## config.mk

```make
export PLATFORM = sky130hd
export DESIGN_NAME = bulls_cows_engine_flat
export DESIGN_NICKNAME = d
export VERILOG_FILES = /design/src/rtl/bulls_cows_engine_if.sv /design/src/rtl/bulls_cows_engine.sv /design/src/flat_wrapper.sv
export SDC_FILE = /design/constraint.sdc
export NUM_CORES = 1
export LEC_CHECK = 0
export ABC_CLOCK_PERIOD_IN_PS = 2800
export CAP_MARGIN = 40
export CORE_ASPECT_RATIO = 0.6
export CORE_UTILIZATION = 50
export DETAILED_ROUTE_END_ITERATION = 6
export MAX_ROUTING_LAYER = met4
export PLACE_DENSITY = 0.73
export SETUP_SLACK_MARGIN = 0.02
export SLEW_MARGIN = 5
export SYNTH_ARGS = -nofsm -noshare
export SYNTH_HDL_FRONTEND = slang
export SYNTH_SLANG_ARGS = --single-unit
```

## constraint.sdc

```tcl
create_clock -name clk -period 2.8 [get_ports clk]
set_clock_uncertainty 0.1 [all_clocks]
set_input_delay 0.28 -clock clk [delete_from_list [all_inputs] [get_ports clk]]
set_output_delay 0.28 -clock clk [all_outputs]
set_load 0.005 [all_outputs]
```

## src/rtl/bulls_cows_engine_if.sv

```systemverilog
// Handshake and status bundle between the keypad/VGA side and the bulls-and-cows scoring core.
// The master drives entries and clear; the slave (the engine) returns score and game status.
interface bulls_cows_engine_if #(
    parameter int DIGITS = 3,
    parameter int DW     = 4,
    parameter int CW     = 2,
    parameter int TW     = 4
);
    logic [DIGITS*DW-1:0] iNum;
    logic                 iNumRdy;
    logic                 iClear;
    logic                 oPlay;
    logic                 oBusy;
    logic                 oValid;
    logic [CW-1:0]        oA;
    logic [CW-1:0]        oB;
    logic [TW-1:0]        oTries;
    logic                 oWin;
    logic                 oLose;

    modport master (
        output iNum, iNumRdy, iClear,
        input  oPlay, oBusy, oValid, oA, oB, oTries, oWin, oLose
    );

    modport slave (
        input  iNum, iNumRdy, iClear,
        output oPlay, oBusy, oValid, oA, oB, oTries, oWin, oLose
    );
endinterface

```

## src/rtl/bulls_cows_engine.sv

```systemverilog
// Bulls-and-cows (xAyB) scoring core: latches a secret answer, then scores each guess one digit
// per cycle against all answer digits in parallel, tracking attempts and the win/lose outcome.
module bulls_cows_engine #(
    parameter int DIGITS  = 3,
    parameter int DW      = 4,
    parameter int CW      = 2,
    parameter int MAX_TRY = 10,
    parameter int TW      = 4
) (
    input  logic               clk,
    input  logic               reset,
    bulls_cows_engine_if.slave bus
);
    localparam int IW = (DIGITS > 1) ? $clog2(DIGITS) : 1;

    typedef enum logic [2:0] {IDLE, PLAY, SCORE, WIN, LOSE} state_t;

    state_t               state;
    state_t               next_state;
    logic [DIGITS*DW-1:0] answer;
    logic [DIGITS*DW-1:0] guess;
    logic [IW-1:0]        idx;
    logic [CW-1:0]        acc_a;
    logic [CW-1:0]        acc_b;
    logic [CW-1:0]        a_q;
    logic [CW-1:0]        b_q;
    logic [TW-1:0]        tries;
    logic                 valid_q;

    logic [DW-1:0]        cur;
    logic                 exact;
    logic                 present;
    logic                 last;
    logic [CW-1:0]        new_a;
    logic [CW-1:0]        new_b;
    logic [TW-1:0]        tries_inc;

    // A digit that misses its own position scores B if it appears anywhere else in the answer.
    always_comb begin
        cur     = guess[idx*DW +: DW];
        exact   = (cur == answer[idx*DW +: DW]);
        present = 1'b0;
        for (int j = 0; j < DIGITS; j++) begin
            if (j != int'(idx) && cur == answer[j*DW +: DW]) begin
                present = 1'b1;
            end
        end
        last      = (idx == IW'(DIGITS - 1));
        new_a     = acc_a + CW'(exact);
        new_b     = acc_b + CW'(!exact && present);
        tries_inc = (tries == {TW{1'b1}}) ? tries : tries + 1'b1;
    end

    always_ff @(posedge clk or negedge reset) begin
        if (!reset) begin
            state <= IDLE;
        end else begin
            state <= next_state;
        end
    end

    always_comb begin
        next_state = state;
        if (bus.iClear) begin
            next_state = IDLE;
        end else begin
            case (state)
                IDLE:    if (bus.iNumRdy) next_state = PLAY;
                PLAY:    if (bus.iNumRdy) next_state = SCORE;
                SCORE: begin
                    // Win is checked first so a perfect final guess never reports a loss.
                    if (last) begin
                        if (new_a == CW'(DIGITS))            next_state = WIN;
                        else if (tries_inc == TW'(MAX_TRY))  next_state = LOSE;
                        else                                 next_state = PLAY;
                    end
                end
                default: next_state = state;
            endcase
        end
    end

    always_ff @(posedge clk or negedge reset) begin
        if (!reset) begin
            answer  <= '0;
            guess   <= '0;
            idx     <= '0;
            acc_a   <= '0;
            acc_b   <= '0;
            a_q     <= '0;
            b_q     <= '0;
            tries   <= '0;
            valid_q <= 1'b0;
        end else if (bus.iClear) begin
            answer  <= '0;
            guess   <= '0;
            idx     <= '0;
            acc_a   <= '0;
            acc_b   <= '0;
            a_q     <= '0;
            b_q     <= '0;
            tries   <= '0;
            valid_q <= 1'b0;
        end else begin
            valid_q <= 1'b0;
            case (state)
                IDLE: begin
                    if (bus.iNumRdy) answer <= bus.iNum;
                end
                PLAY: begin
                    if (bus.iNumRdy) begin
                        guess <= bus.iNum;
                        acc_a <= '0;
                        acc_b <= '0;
                        idx   <= '0;
                    end
                end
                SCORE: begin
                    if (last) begin
                        a_q     <= new_a;
                        b_q     <= new_b;
                        tries   <= tries_inc;
                        valid_q <= 1'b1;
                    end else begin
                        acc_a <= new_a;
                        acc_b <= new_b;
                        idx   <= idx + 1'b1;
                    end
                end
                default: ;
            endcase
        end
    end

    assign bus.oPlay  = (state == PLAY) || (state == SCORE);
    assign bus.oBusy  = (state == SCORE);
    assign bus.oValid = valid_q;
    assign bus.oA     = a_q;
    assign bus.oB     = b_q;
    assign bus.oTries = tries;
    assign bus.oWin   = (state == WIN);
    assign bus.oLose  = (state == LOSE);
endmodule

```

## src/flat_wrapper.sv

```systemverilog
// flat-port wrapper written by rule: the top's interface ports become plain ports
module bulls_cows_engine_flat 
#(
    parameter int DIGITS  = 3,
    parameter int DW      = 4,
    parameter int CW      = 2,
    parameter int MAX_TRY = 10,
    parameter int TW      = 4
)
  (clk, reset, bus_iNum, bus_iNumRdy, bus_iClear, bus_oPlay, bus_oBusy, bus_oValid, bus_oA, bus_oB, bus_oTries, bus_oWin, bus_oLose);
  bulls_cows_engine_if #(.DIGITS(DIGITS), .DW(DW), .CW(CW), .TW(TW)) bus_i ();
  input  logic clk;
  input  logic reset;
  input wire logic [$bits(bus_i.iNum)-1:0] bus_iNum;
  input wire logic [$bits(bus_i.iNumRdy)-1:0] bus_iNumRdy;
  input wire logic [$bits(bus_i.iClear)-1:0] bus_iClear;
  output wire logic [$bits(bus_i.oPlay)-1:0] bus_oPlay;
  output wire logic [$bits(bus_i.oBusy)-1:0] bus_oBusy;
  output wire logic [$bits(bus_i.oValid)-1:0] bus_oValid;
  output wire logic [$bits(bus_i.oA)-1:0] bus_oA;
  output wire logic [$bits(bus_i.oB)-1:0] bus_oB;
  output wire logic [$bits(bus_i.oTries)-1:0] bus_oTries;
  output wire logic [$bits(bus_i.oWin)-1:0] bus_oWin;
  output wire logic [$bits(bus_i.oLose)-1:0] bus_oLose;
  assign bus_i.iNum = bus_iNum;
  assign bus_i.iNumRdy = bus_iNumRdy;
  assign bus_i.iClear = bus_iClear;
  assign bus_oPlay = bus_i.oPlay;
  assign bus_oBusy = bus_i.oBusy;
  assign bus_oValid = bus_i.oValid;
  assign bus_oA = bus_i.oA;
  assign bus_oB = bus_i.oB;
  assign bus_oTries = bus_i.oTries;
  assign bus_oWin = bus_i.oWin;
  assign bus_oLose = bus_i.oLose;
  bulls_cows_engine #(.DIGITS(DIGITS), .DW(DW), .CW(CW), .MAX_TRY(MAX_TRY), .TW(TW)) u_core (.clk(clk), .reset(reset), .bus(bus_i));
endmodule
```

==> out/results.tsv <==
stage	metric	value	unit
status	outcome	complete, no violations	
synth	Cell variety after synth	48	
critical_path	Critical Path Slowest Stage Cell	dfrtp_2	
clock_network	TritonCTS clock tree	yes	
power_and_ir_drop	Reg power frac	45.0	%
die	Row Count	19	
sta	final setup violation count	0	
power_and_ir_drop	Leak Pwr	1.31	nW
critical_path	beginning of the worst register-to-register path	u_core.idx[1]$_DFFE_PN0P_	
synth	average size of a mapped cell	8.93	um2
finish	count of nets after finishing	341	
placed_design	placed insts	373	
synth	most used flip-flop cell after synthesis	dfrtp_1	
route	WL met3	401	um
synth	mux share of post-synthesis cell area	5.47	%
placed_design	sum of net half-perimeters after detailed placement	4.36	mm
worst_hold_path	worst min-delay path category	in -> async	
clock_network	Worst-Skew Late Latency	290	ps
synth	net count after synthesis	301	
synth	top cells by area in the synthesized netlist	dfrtp_1 42%, nand2_1 9.8%, xnor2_1 5.3%	
synth	Yosys warnings	0	
sta	Final Cycle Share	96.0	%
sta	time the worst path needs with I/O delays and setup	2690	ps
global_route	number of antenna violations at the first check in global routing	0	
synth	post-synthesis share of cell area spent on full adders, half adders and majority gates	3.01	%
sta	final-report hold violation count	0	
critical_path	critical path required time	2910	ps
global_route	GRT Residual Overflow	0	
clock_network	total clock buffers created by CTS	5	
global_route	number of global-route vias before repair	1937	
critical_path	Buffers & Inverters on Critical Path	2	
die	die boundary height	56.7	um
power_and_ir_drop	Switching Fraction	28.3	%
power_and_ir_drop	Clock Power Share	32.5	%
synth	combinational family with the most area after synthesis	simple AND/OR/NAND/NOR gates	
die	die area	5280	um2
clock_network	Worst-path clk slew	80	ps
route	via density per instance	5.51	
die	Die X	93.2	um
synth	Synth top area share	42.2	%
finish	count of inserted antenna diode cells	0	
power_and_ir_drop	Pwr Total	1.51	mW
route	met2 routed wirelength	2.54	mm
critical_path	top fanout value on the critical path	6	
critical_path	most frequent cell on the critical path	buf_4	
global_route	largest net degree at the start of global routing	28	
sta	Rel. slew slack	62.4	%
synth	area leader, netlist	dfrtp_1	
route	Top Layer Used	met4	
clock_network	H-tree depth reported by CTS	2	
power_and_ir_drop	combinational fraction of design power	22.5	%
critical_path	critical path data arrival time	2800	ps
die	core outline area	4680	um2
global_route	global-route wire length before repair	9.60	mm
synth	Syn Inst Count	279	
finish	post-synthesis to final-layout area growth	24.6	%
clock_network	Num Clock Sinks	42	
synth	Post-synth EDFFs	0	
clock_network	clock tree root buffer cell	clkbuf_8	
route	DRC Markers	0	
die	IO Pins	29	
route	detailed-router iteration count before antenna repair	4	
synth	combined area of all synthesized cells	2490	um2
finish	number of non-filler instances in the completed layout	382	
finish	fraction of layout cells with a size suffix above 1	14.1	%
synth	synthesized-area fraction occupied by ao, oa, aoi and oai cells	14.5	%
power_and_ir_drop	worst vdd rail ir drop	0.273	mV
route	total vias in the final route	2106	
sta	number of max-slew violations in the final report	0	
critical_path	Worst R2R Setup Slack	110	ps
route	total length of routed wires	6.05	mm
critical_path	CP endpoint kind	register	
synth	synthesized-area fraction occupied by and/or/nand/nor cells	23.7	%
critical_path	number of cells traversed by the worst register-to-register path	11	
power_and_ir_drop	Sw Pwr	428	uW
critical_path	reg2reg end	u_core.state[2]$_DFFE_PN0P_	
placed_design	input/output buffers	28	
power_and_ir_drop	power per cell area	487	nW/um2
synth	post-synthesis async set-or-reset flop share	100	%
clock_network	Bufs on Longest Clock Path	2	
route	DR iter-0 viols	143	
synth	Seq/Total Area, Yosys	42.2	%
synth	synthesis-stage register bit count	42	
die	initial core utilization	53.2	%
placed_design	Final GP Congestion	0.904	
route	residual antenna-violating net count after detailed routing	0	
power_and_ir_drop	cell-internal power	1.09	mW
sta	pin slew with the least headroom to its limit	563	ps
run	count of max-cap constraint violations	0	
sta	achievable clock frequency	372	MHz
synth	parity-gate share of the synthesized area counting xor and xnor cells	7.03	%
critical_path	Critical Path Start Type	register	
critical_path	slowest cell delay on critical path	450	ps
route	wire length on met1	3.07	mm
route	routed len/inst	15.8	um
global_route	GRT Total Usage	24.6	%
critical_path	critical-path cell list	buf_4, nor2b_1, buf_4, o2bb2ai_1, xor2_1, nor4_4, ha_4, xor2_2, a2111oi_4, o21ai_0, a21oi_1	
critical_path	cell family with most CP delay	compound AO/OA/AOI/OAI gates	
critical_path	Worst Path Class, Setup	reg -> reg	
[worst register-to-register path: cells and delay by family (launching register included)]
kind,cells,cell delay [ps]
AOI/OAI and AO/OA,4,780
xor gates and xnor gates,2,520
DFF,1,450
buffers and inverters,2,310
and+or+nand+nor,2,260
adders and majority gates,1,190
[state kept, by name, indices dropped and copies added (netlist names), 2 cells and up]
register,flops
u_core.idx,2
u_core.state,3
u_core.bus.oTries,4
u_core.answer,12
u_core.acc_a,2
u_core.guess,12
u_core.bus.oB,2
u_core.acc_b,2
u_core.bus.oA,2
[synthesized netlist by cell type (2+ instances only)]
cell type  number
nand3_1         4
buf_6           2
o2bb2ai_1       3
nor3_1          9
o21ai_1         9
xor2_1          5
mux2i_1         7
and3_1          2
inv_1           4
o21ai_0        14
ha_1            6
dfrtp_1        42
nand3b_1        2
and2_1          2
mux2_4          2
nor2_1         11
or3_1           3
o2111ai_1       2
clkbuf_1        8
xnor2_1        15
buf_2           6
nand2b_1        8
nand2_1        65
a21oi_1        21
and4b_1         2
nor2b_1         3
[stage by stage]
stage | TNS (ps) | utilization [%] | area (um2) | hold slack (ps) | setup slack [ps]
after floorplan | 0 | - | 2490 | -116 | 160
after global placement | 0 | 61.9 | 2900 | 376 | 79.4
after detailed placement | -29.3 | 62.3 | 2920 | 125 | -29.3
after CTS | 0 | 65.0 | 3040 | 340 | 43.2
after global routing | -79.0 | 66.3 | 3110 | 371 | -46.6
final | 0 | 66.3 | 3110 | 337 | 113
[layout make-up]
type,instances,area [um2]
Clock buffer,6,82.6
Clock inverter,1,30.0
Fill cell,384,1580
Inverter,5,18.8
Multi-Input combinational cell,216,1400
Sequential cell,42,1050
Tap cell,63,78.8
Timing Repair Buffer,49,448
[what timing repair did]
| action | 4_1_cts | 5_1_grt |
|---|---|---|
| buffers inserted | 0 | 1 |
| setup endpoints to repair | 1 | 3 |
| hold endpoints to repair | 15 | 0 |
| hold buffers | 1 | 0 |
| pin swaps | 0 | 3 |
| gates resized for setup | 1 | 9 |
[power by group through the flow]
stage	registers (mW)	clock network, mW	logic, mW
6_report	0.680	0.493	0.340
5_1_grt	0.685	0.531	0.373
4_1_cts	0.679	0.498	0.326
3_5_place_dp	0.691	0	0.323
3_3_place_gp	0.690	0	0.315
2_1_floorplan	0.673	0	0.209
[placed cells by master, fill, tap and decap left out, types with 3 or more instances in the layout]
master           count
buf_4               19
dfrtp_1             41
ha_1                 4
clkbuf_8             6
nand2_1             65
nor2b_1              3
nor2_1              11
a21oi_1             21
inv_1                4
clkdlybuf4s50_1     27
o21ai_1              9
mux2i_1              5
nand3_1              4
xor2_1               4
xnor2_1             15
mux2i_2              3
or3_1                3
nand2b_1             8
o2bb2ai_1            3
nor3_1               9
o21ai_0             14
[logic make-up (layout without fill, tap and decap cells)]
family / Yosys count / in the layout
fa+ha+maj: 6 / 6
xor+xnor: 20 / 20
mux: 11 / 11
buf+inv: 21 / 61
flops: 42 / 42
compound gates: 60 / 60
simple gates: 119 / 119
[routing by layer]
layer | track usage (%) | vias to the layer above
li1 | - | 1033
met1 | 39.3 | 1005
met2 | 31.5 | 63
met3 | 4.61 | 5
met4 | 5.27 | 0
met5 | - | -
[worst max path at each step]
stage	start	endpoint	slack, ps	cells past startpoint
2_1_floorplan	u_core.idx[1]$_DFFE_PN0P_	u_core.state[2]$_DFFE_PN0P_	160	10
3_3_place_gp	u_core.idx[1]$_DFFE_PN0P_	u_core.state[2]$_DFFE_PN0P_	80	11
3_5_place_dp	u_core.idx[1]$_DFFE_PN0P_	u_core.state[2]$_DFFE_PN0P_	-30	10
4_1_cts	u_core.idx[1]$_DFFE_PN0P_	u_core.state[2]$_DFFE_PN0P_	40	10
5_1_grt	u_core.idx[1]$_DFFE_PN0P_	u_core.state[2]$_DFFE_PN0P_	-50	10
6_report	u_core.idx[1]$_DFFE_PN0P_	u_core.state[2]$_DFFE_PN0P_	110	11
No activity file was read; power rests on OpenSTA's default activity.
